File: src/rtl/tt_keyverify_pkg.sv
// Shared types and defaults for the key-verify lock: FSM state, key width and
// the default deny time and try limit.
package tt_keyverify_pkg;

  localparam int KEY_W           = 4;
  localparam int DENY_CYCLES_DEF = 16;
  localparam int MAX_TRIES_DEF   = 3;

  typedef enum logic [2:0] {
    ST_EMPTY = 3'd0,
    ST_ENTRY = 3'd1,
    ST_GRANT = 3'd2,
    ST_DENY  = 3'd3,
    ST_LOCK  = 3'd4
  } state_e;

endpackage

File: src/rtl/tt_keyverify_sync.sv
// Two-flop synchronizer for an asynchronous pin, plus a registered copy of the
// synchronized level so a one-cycle rising-edge pulse can be formed.
module tt_sync_edge (
  input  logic clk,
  input  logic rst_n,
  input  logic d,
  output logic level,
  output logic rise
);

  logic s1_q, s2_q, prev_q;
  logic s1_d, s2_d, prev_d;

  always_comb begin
    s1_d   = d;
    s2_d   = s1_q;
    prev_d = s2_q;
  end

  always_ff @(posedge clk or negedge rst_n) begin
    if (!rst_n) begin
      s1_q   <= 1'b0;
      s2_q   <= 1'b0;
      prev_q <= 1'b0;
    end else begin
      s1_q   <= s1_d;
      s2_q   <= s2_d;
      prev_q <= prev_d;
    end
  end

  assign level = s2_q;
  assign rise  = s2_q & ~prev_q;

endmodule

File: src/rtl/tt_keyverify.sv
// Key-verify lock: a 4-bit key is captured, the user shifts in a guess bit by
// bit and submits; wrong guesses hold fail for a while and too many lock out.
module tt_keyverify
  import tt_keyverify_pkg::*;
#(
  parameter int DENY_CYCLES = DENY_CYCLES_DEF,
  parameter int MAX_TRIES   = MAX_TRIES_DEF
) (
  input  logic             clk,
  input  logic             rst_n,
  input  logic [KEY_W-1:0] key_in,
  input  logic             key_load,
  input  logic             entry_bit,
  input  logic             entry_clk,
  input  logic             submit,
  output logic             match,
  output logic             fail,
  output logic             locked,
  output logic [1:0]       attempts,
  output logic [2:0]       bitcnt
);

  localparam int CNT_W = (DENY_CYCLES > 1) ? $clog2(DENY_CYCLES) : 1;
  localparam logic [CNT_W-1:0] DENY_LOAD = CNT_W'(DENY_CYCLES - 1);
  localparam logic [1:0]       TRY_MAX   = 2'(MAX_TRIES);
  localparam logic [2:0]       FULL      = 3'(KEY_W);

  logic load_rise, ec_rise, sub_rise, bit_lvl;
  logic load_lvl_unused, ec_lvl_unused, sub_lvl_unused, bit_rise_unused;

  tt_sync_edge u_load (.clk(clk), .rst_n(rst_n), .d(key_load),
                       .level(load_lvl_unused), .rise(load_rise));
  tt_sync_edge u_eclk (.clk(clk), .rst_n(rst_n), .d(entry_clk),
                       .level(ec_lvl_unused), .rise(ec_rise));
  tt_sync_edge u_sub  (.clk(clk), .rst_n(rst_n), .d(submit),
                       .level(sub_lvl_unused), .rise(sub_rise));
  tt_sync_edge u_bit  (.clk(clk), .rst_n(rst_n), .d(entry_bit),
                       .level(bit_lvl), .rise(bit_rise_unused));

  state_e           state_q, state_d;
  logic [KEY_W-1:0] key_q, key_d, shift_q, shift_d;
  logic [2:0]       bitcnt_q, bitcnt_d;
  logic [1:0]       attempts_q, attempts_d, att_next;
  logic [CNT_W-1:0] deny_cnt_q, deny_cnt_d;
  logic             match_q, match_d, fail_q, fail_d, locked_q, locked_d;

  always_comb begin
    state_d    = state_q;
    key_d      = key_q;
    shift_d    = shift_q;
    bitcnt_d   = bitcnt_q;
    attempts_d = attempts_q;
    deny_cnt_d = deny_cnt_q;
    att_next   = (attempts_q == TRY_MAX) ? attempts_q : attempts_q + 2'd1;
    case (state_q)
      ST_EMPTY: begin
        if (load_rise) begin
          key_d    = key_in;
          shift_d  = '0;
          bitcnt_d = '0;
          state_d  = ST_ENTRY;
        end
      end
      ST_ENTRY: begin
        // Submit outranks key_load, which outranks entry_clk; losers are dropped.
        if (sub_rise) begin
          if (bitcnt_q == FULL && shift_q == key_q) begin
            state_d = ST_GRANT;
          end else begin
            attempts_d = att_next;
            if (att_next == TRY_MAX) begin
              state_d = ST_LOCK;
            end else begin
              state_d    = ST_DENY;
              deny_cnt_d = DENY_LOAD;
            end
          end
        end else if (load_rise) begin
          key_d    = key_in;
          shift_d  = '0;
          bitcnt_d = '0;
        end else if (ec_rise) begin
          shift_d = {shift_q[KEY_W-2:0], bit_lvl};
          if (bitcnt_q != FULL) bitcnt_d = bitcnt_q + 3'd1;
        end
      end
      ST_DENY: begin
        if (deny_cnt_q == '0) begin
          shift_d  = '0;
          bitcnt_d = '0;
          state_d  = ST_ENTRY;
        end else begin
          deny_cnt_d = deny_cnt_q - 1'b1;
        end
      end
      ST_GRANT: begin
        if (load_rise) begin
          key_d      = key_in;
          shift_d    = '0;
          bitcnt_d   = '0;
          attempts_d = '0;
          state_d    = ST_ENTRY;
        end
      end
      ST_LOCK: state_d = ST_LOCK;
      default: state_d = ST_EMPTY;
    endcase
    match_d  = (state_d == ST_GRANT);
    fail_d   = (state_d == ST_DENY);
    locked_d = (state_d == ST_LOCK);
  end

  always_ff @(posedge clk or negedge rst_n) begin
    if (!rst_n) begin
      state_q    <= ST_EMPTY;
      key_q      <= '0;
      shift_q    <= '0;
      bitcnt_q   <= '0;
      attempts_q <= '0;
      deny_cnt_q <= '0;
      match_q    <= 1'b0;
      fail_q     <= 1'b0;
      locked_q   <= 1'b0;
    end else begin
      state_q    <= state_d;
      key_q      <= key_d;
      shift_q    <= shift_d;
      bitcnt_q   <= bitcnt_d;
      attempts_q <= attempts_d;
      deny_cnt_q <= deny_cnt_d;
      match_q    <= match_d;
      fail_q     <= fail_d;
      locked_q   <= locked_d;
    end
  end

  assign match    = match_q;
  assign fail     = fail_q;
  assign locked   = locked_q;
  assign attempts = attempts_q;
  assign bitcnt   = bitcnt_q;

endmodule

File: config.mk
export PLATFORM = sky130hd
export DESIGN_NAME = tt_keyverify
export DESIGN_NICKNAME = d
export VERILOG_FILES = /design/src/rtl/tt_keyverify_pkg.sv /design/src/rtl/tt_keyverify_sync.sv /design/src/rtl/tt_keyverify.sv
export SDC_FILE = /design/constraint.sdc
export NUM_CORES = 1
export LEC_CHECK = 0
export ABC_AREA = 1
export BUFFER_PORTS_ARGS = -buffer_cell sky130_fd_sc_hd__clkbuf_2
export CORE_MARGIN = 2
export CORE_UTILIZATION = 40
export DETAILED_ROUTE_END_ITERATION = 10
export PLACE_DENSITY = 0.59
export SETUP_SLACK_MARGIN = 0.05
export SYNTH_ARGS = -nofsm -noshare
export SYNTH_HDL_FRONTEND = slang
export SYNTH_SLANG_ARGS = --single-unit
File: constraint.sdc
create_clock -name clk -period 1.3 [get_ports clk]
set_input_delay 0.26 -clock clk [delete_from_list [all_inputs] [get_ports clk]]
set_output_delay 0.26 -clock clk [all_outputs]
set_load 0.005 [all_outputs]
After elaboration in Yosys (flattened, before gate mapping)

Index checks and enable logic that the tools add are counted.

Register bits: 34
Latch bits: 0
Bits in writable memories: 0
Memory bits (read-only): 0
Input bits: 10
Output and inout port bits: 8
Memories: 0

$add $sub $neg: 3
Multipliers: 0
Divide/modulo/power cells: 0
Magnitude comparators: 0
Eq/ne operators: 22
Shift-type cells: 0
Multiplexer cells: 32
Bitwise logic cells: 6
Reductions and logical operators: 13

Operator list:

| cell                                              | number |
|---|---|
| two-way mux 4 bit                                 | 11 |
| two-way mux 3 bit                                 | 11 |
| case mux 4 bit (2 select lines)                   | 2 |
| != test 2 bit (second input constant)             | 7 |
| == test 3 x 2 -> 1 bit (second input constant)    | 4 |
| case mux 3 bit (4 select lines)                   | 1 |
| case mux 4 bit (3 select lines)                   | 1 |
| AND reduction 5 bit                               | 2 |
| == test 3 bit (second input constant)             | 3 |
| != test 3 bit (second input constant)             | 3 |
| case mux 3 bit (3 select lines)                   | 1 |
| two-way mux 2 bit                                 | 4 |
| AND reduction 6 bit                               | 1 |
| nonzero test 2 bit                                | 3 |
| == test 2 bit (second input constant)             | 2 |
| == test 4 bit                                     | 1 |
| zero test 4 bit                                   | 1 |
| case mux 2 bit (2 select lines)                   | 1 |
| AND reduction 4 bit                               | 1 |
| subtractor 4 x 1 -> 4 bit (second input constant) | 1 |
| adder 3 x 1 -> 3 bit (second input constant)      | 1 |
| AND 1 bit                                         | 3 |
| == test 3 x 1 -> 1 bit (second input constant)    | 1 |
| zero test 3 bit                                   | 1 |
| other kinds (7)                                   | 9 |

Depth between registers and ports, before layout

Depth after elaboration: 8
Depth in mapped cells: 12
Gate-level depth less buffers: 12

Hierarchy

A second synthesis with hierarchy kept.

Cells, all modules: 190
Area total of the unflattened synthesis: 1636.6 µm²

Modules (own cells, without submodules):

| module       | times used | cells an instance | area an instance (µm²) | seq. area each (µm²) |
|---|---|---|---|---|
| tt_keyverify | 1          | 170               | 1296.2                 | 575.6 |
| tt_sync_edge | 4          | 5                 | 85.1                   | 75.1 |

Worst setup path after synthesis

Ideal clock, no wire load.

Kind: register to register
From: reg bitcnt_q[0] (netlist: bitcnt[0])
To: reg deny_cnt_q[3]
Data arrival time: 1.237 ns
Required time: 1.180 ns
Setup slack: -0.057 ns
Cell stages (with the launch flop): 12
Buffers on the path: 0
Cell sequence: dfrtp_1 inv_1 ha_1 nand2_1 inv_2 nand3_1 nor2_1 nand2_1 nand3_2 nand2_2 o21ai_1 nand2_1

Longest elaborated chain between the ends: 4

RTL lines:

| element                       | RTL line            | RTL |
|---|---|---|
| from (decl)                   | tt_keyverify.sv:42  | `logic [2:0] bitcnt_q, bitcnt_d;` |
| from (signal assigned)        | tt_keyverify.sv:128 | `bitcnt_q <= bitcnt_d;` |
| == test 3 bit                 | tt_keyverify.sv:67  | `if (bitcnt_q == FULL && shift_q == key_q) begin` |
| logical AND 1 bit             | tt_keyverify.sv:67  |  |
| != test 2 bit (no line)       | --                  |  |
| AND reduction 5 bit (no line) | --                  |  |
| to (signal assigned)          | tt_keyverify.sv:130 | `deny_cnt_q <= deny_cnt_d;` |
| to (decl)                     | tt_keyverify.sv:44  | `logic [CNT_W-1:0] deny_cnt_q, deny_cnt_d;` |

No other way between the ends.
A chain may end at the register's enable or synchronous reset.

Worst setup path in the final report

From: reg bitcnt_q[0] (netlist: bitcnt[0])
To: reg deny_cnt_q[2]

Same word-level chain as after synthesis.

==> out/results.ini <==
[run_status]
outcome = finished with violations
violations = setup timing

[synthesis]
yosys.area_share.simple_pct = 29.19
synth-xor-area-share_pct = 1.643
syn_avg_cell_area_sq_um = 9.085
synth_cells = 176
netlist.top_cell.by_area = dfrtp_1
synth_compound_area_share_pct = 6.495
synthTopCellsByArea = dfrtp_1, nand2_1, inv_1, nor2_1, nand2_4
yosys.area.top_type_share_pct = 53.21
synth-adder-area-share_pct = 2.347
synth-seq-cells = 34
yosys_warnings = 0
synth_cell_type_count = 23
synth_seq_area_share_pct = 53.21
synth_top_family_by_area = simple AND/OR/NAND/NOR gates
syn_area_sq_um = 1599
syn_nets = 189
synthMuxAreaShare_pct = 0

[timing]
rsz0062_at_grt = yes
relSlewSlack_pct = 73.31
fmax_ghz = 0.7094
fin_crit_ns = 1.410
holdWs_ns = 0.08258
skew_ns = 0.007153
finalSetupViolCount = 17
maxSlewViolCount = 0
setup_ws_ns = -0.1096
period_share_pct = 108.4
worstMarginPinSlew_ns = 0.4004
hold_viol = 0

[grt]
grt_pass1_wl_um = 5692
overflow = 0
grt_max_degree = 22
antenna_found_initial = 0
grt_pass1_vias = 1340
grt_use_total_pct = 17.03

[flow_run]
cap_violations = 0

[pwr]
swShare_pct = 41.51
clock_power_share_pct = 14.9
power_density_nw_per_um2 = 2233
p_switching_w = 0.002086
p_seq_share_pct = 32.1
total_power_w = 0.005024
internal_power_w = 0.002938
leakage_nw = 1.142
comb_power_share_pct = 52.9
ir_worst_vdd_uv = 1298

[routing]
viasPerCell = 4.626
initialDrtViolationCount = 56
wl_um = 3426
dr.pass1.iters = 4
drc = 0
wire_per_inst_um = 12.19
ant_nets = 0
vias = 1300

[layout]
design_area_sq_um = 2250
fin_nets = 245
finalNonFillerCells = 281
drive_above_1_share_pct = 49.36
area_growth_pct = 40.69
antenna_cells = 0
fill_cells = 349

[critical_path]
worstSetupPathType = register to register
crit_arrival_ns = 1.57
crit_fanout = 6
cp-start-kind = register
critPathMaxStageDelay_ns = 0.39
required_ns = 1.46
cp_slowest_cell = dfrtp_1
end_kind = register
path_cells = inv_2, ha_4, nand2_2, inv_2, nand3_2, nor2_4, nand2_4, nand3_4, nand2_4, nand2_2, o21ai_1

[cts]
cts_root_buffer = clkbuf_8
cts_sinks = 34
numCtsBuffers = 5
path_clk_slew_ns = 0.07
clk_latency_ns = 0.28
cts_tree = done
clockBufferDepth = 2
h-tree-depth = 2

[hold_path]
min_path_type = input port to register

[floorplan]
initial_core_util_pct = 42.71
rows = 22
dieArea_sq_um = 4519
die_y_um = 67.23
num_io_pins = 18
die_w_um = 67.23
coreArea_sq_um = 3744

[place]
dpl_cell_area_sq_um = 1918
post-dp-hpwl_um = 2348
place.port_buffers = 17
gp_congestion = 0.8374
placed_cells = 261

-- through the flow --
stage               setup WS [ns]  setup TNS [ns]  util (%)
floorplan                -0.05678         -0.2304         -
finish                    -0.1096         -0.9508     60.09
detailed placement        -0.1829          -1.704     51.24
global placement          -0.1078         -0.7631     51.24
global route              -0.2041          -2.816     60.09
CTS                      -0.09955         -0.6162     57.99
-- layout by cell type (no fill, tap or decap), types with 7 or more instances in the layout --
master    netlist  layout
nand2_2         4      14
inv_2           5       9
o21ai_1        11       8
dfrtp_1        34      33
clkbuf_2        0      17
inv_1          23      18
buf_4           0      29
nor2_1         17      12
nand3_1        11       7
nand2_1        39      27
nand2_4         5       7
-- flip-flops by register name, summed over array words and instances, names as in the netlist --
signal	cells
u_bit.s1_q	1
state_q	3
key_q	4
attempts	2
u_sub.level	1
match	1
fail	1
u_sub.prev_q	1
u_sub.s1_q	1
locked	1
u_load.s1_q	1
u_eclk.s1_q	1
u_bit.level	1
deny_cnt_q	4
bitcnt	3
u_eclk.prev_q	1
u_load.prev_q	1
u_load.level	1
u_eclk.level	1
shift_q	4
-- timing repair --
item / CTS / global route
endpoints found under the hold margin: 13 / 0
pin swaps: 15 / 11
setup buffers: 9 / 2
setup endpoints to repair: 23 / 23
gates resized for setup: 22 / 18
hold buffers: 1 / 0
-- per-layer routing --
| layer | wire [um] | GRT usage (%) | up-vias |
|---|---|---|---|
| met2 | 1777 | 29.33 | 20 |
| met4 | 63 | 8.163 | 0 |
| met3 | 105 | 3.333 | 7 |
| li1 | - | - | 662 |
| met5 | 0 | 0 | - |
| met1 | 1479 | 20.39 | 611 |
-- cells by family (layout without fill, tap and decap cells) --
family                     Yosys count  in the layout
AOI/OAI and AO/OA                   20             20
adders and majority gates            3              3
DFF                                 34             34
and+or+nand+nor                     87             87
buffers and inverters               29             86
xor gates and xnor gates             3              3
-- synth_stat cells --
cell type	count
xor2_1	2
clkinv_4	1
o21ai_1	11
ha_1	3
or2_2	1
nand3_2	4
nand2_1	39
nor4_1	1
xnor2_1	1
o21ai_0	6
a21oi_1	2
dfrtp_1	34
nand4_4	1
a21oi_2	1
nor2_1	17
nand3_1	11
inv_1	23
inv_2	5
nand2_2	4
nand3_4	1
nor2_2	1
nand2_4	5
nor2_4	2
-- final cells by class --
class                           count  area [sq um]  area share (%)
Clock buffer                        6         72.57           3.226
Clock inverter                      2         13.76          0.6118
Inverter                           29         116.4           5.172
Multi-Input combinational cell    113         782.0           34.76
Sequential cell                    34         852.1           37.88
Tap cell                           48         60.06           2.670
Timing Repair Buffer               49         352.8           15.68
-- power groups by stage --
stage                     clock network (W)  registers [W]  logic (W)
after global placement                    0        0.00159    0.00198
after CTS                          0.000765        0.00160    0.00242
after detailed placement                  0        0.00160    0.00203
after floorplan                           0        0.00158    0.00132
after global routing               0.000821        0.00165    0.00295
final                              0.000750        0.00161    0.00266
-- path summary, 6_finish.rpt --
check	startpoint	end	slack [ns]	cells after the start
worst max-delay path	bitcnt[0]	deny_cnt_q[2]	-0.11	11
worst min-delay path	entry_bit	u_bit.s1_q	0.08	1
worst max register to register	bitcnt[0]	deny_cnt_q[2]	-0.11	11
worst min register to register	u_eclk.s1_q	u_eclk.level	0.35	0
max in group asynchronous	rst_n	state_q[0]	0.42	3
min in group asynchronous	rst_n	u_bit.s1_q	0.43	2
-- worst max-delay path: cells and delay by family (launching register included) --
kind / cells / cell delay [ns]
simple gates: 7 / 0.56
fa+ha+maj: 1 / 0.12
buf+inv: 2 / 0.14
compound gates: 1 / 0.06
flops: 1 / 0.39
No activity file was read; power rests on OpenSTA's default activity.
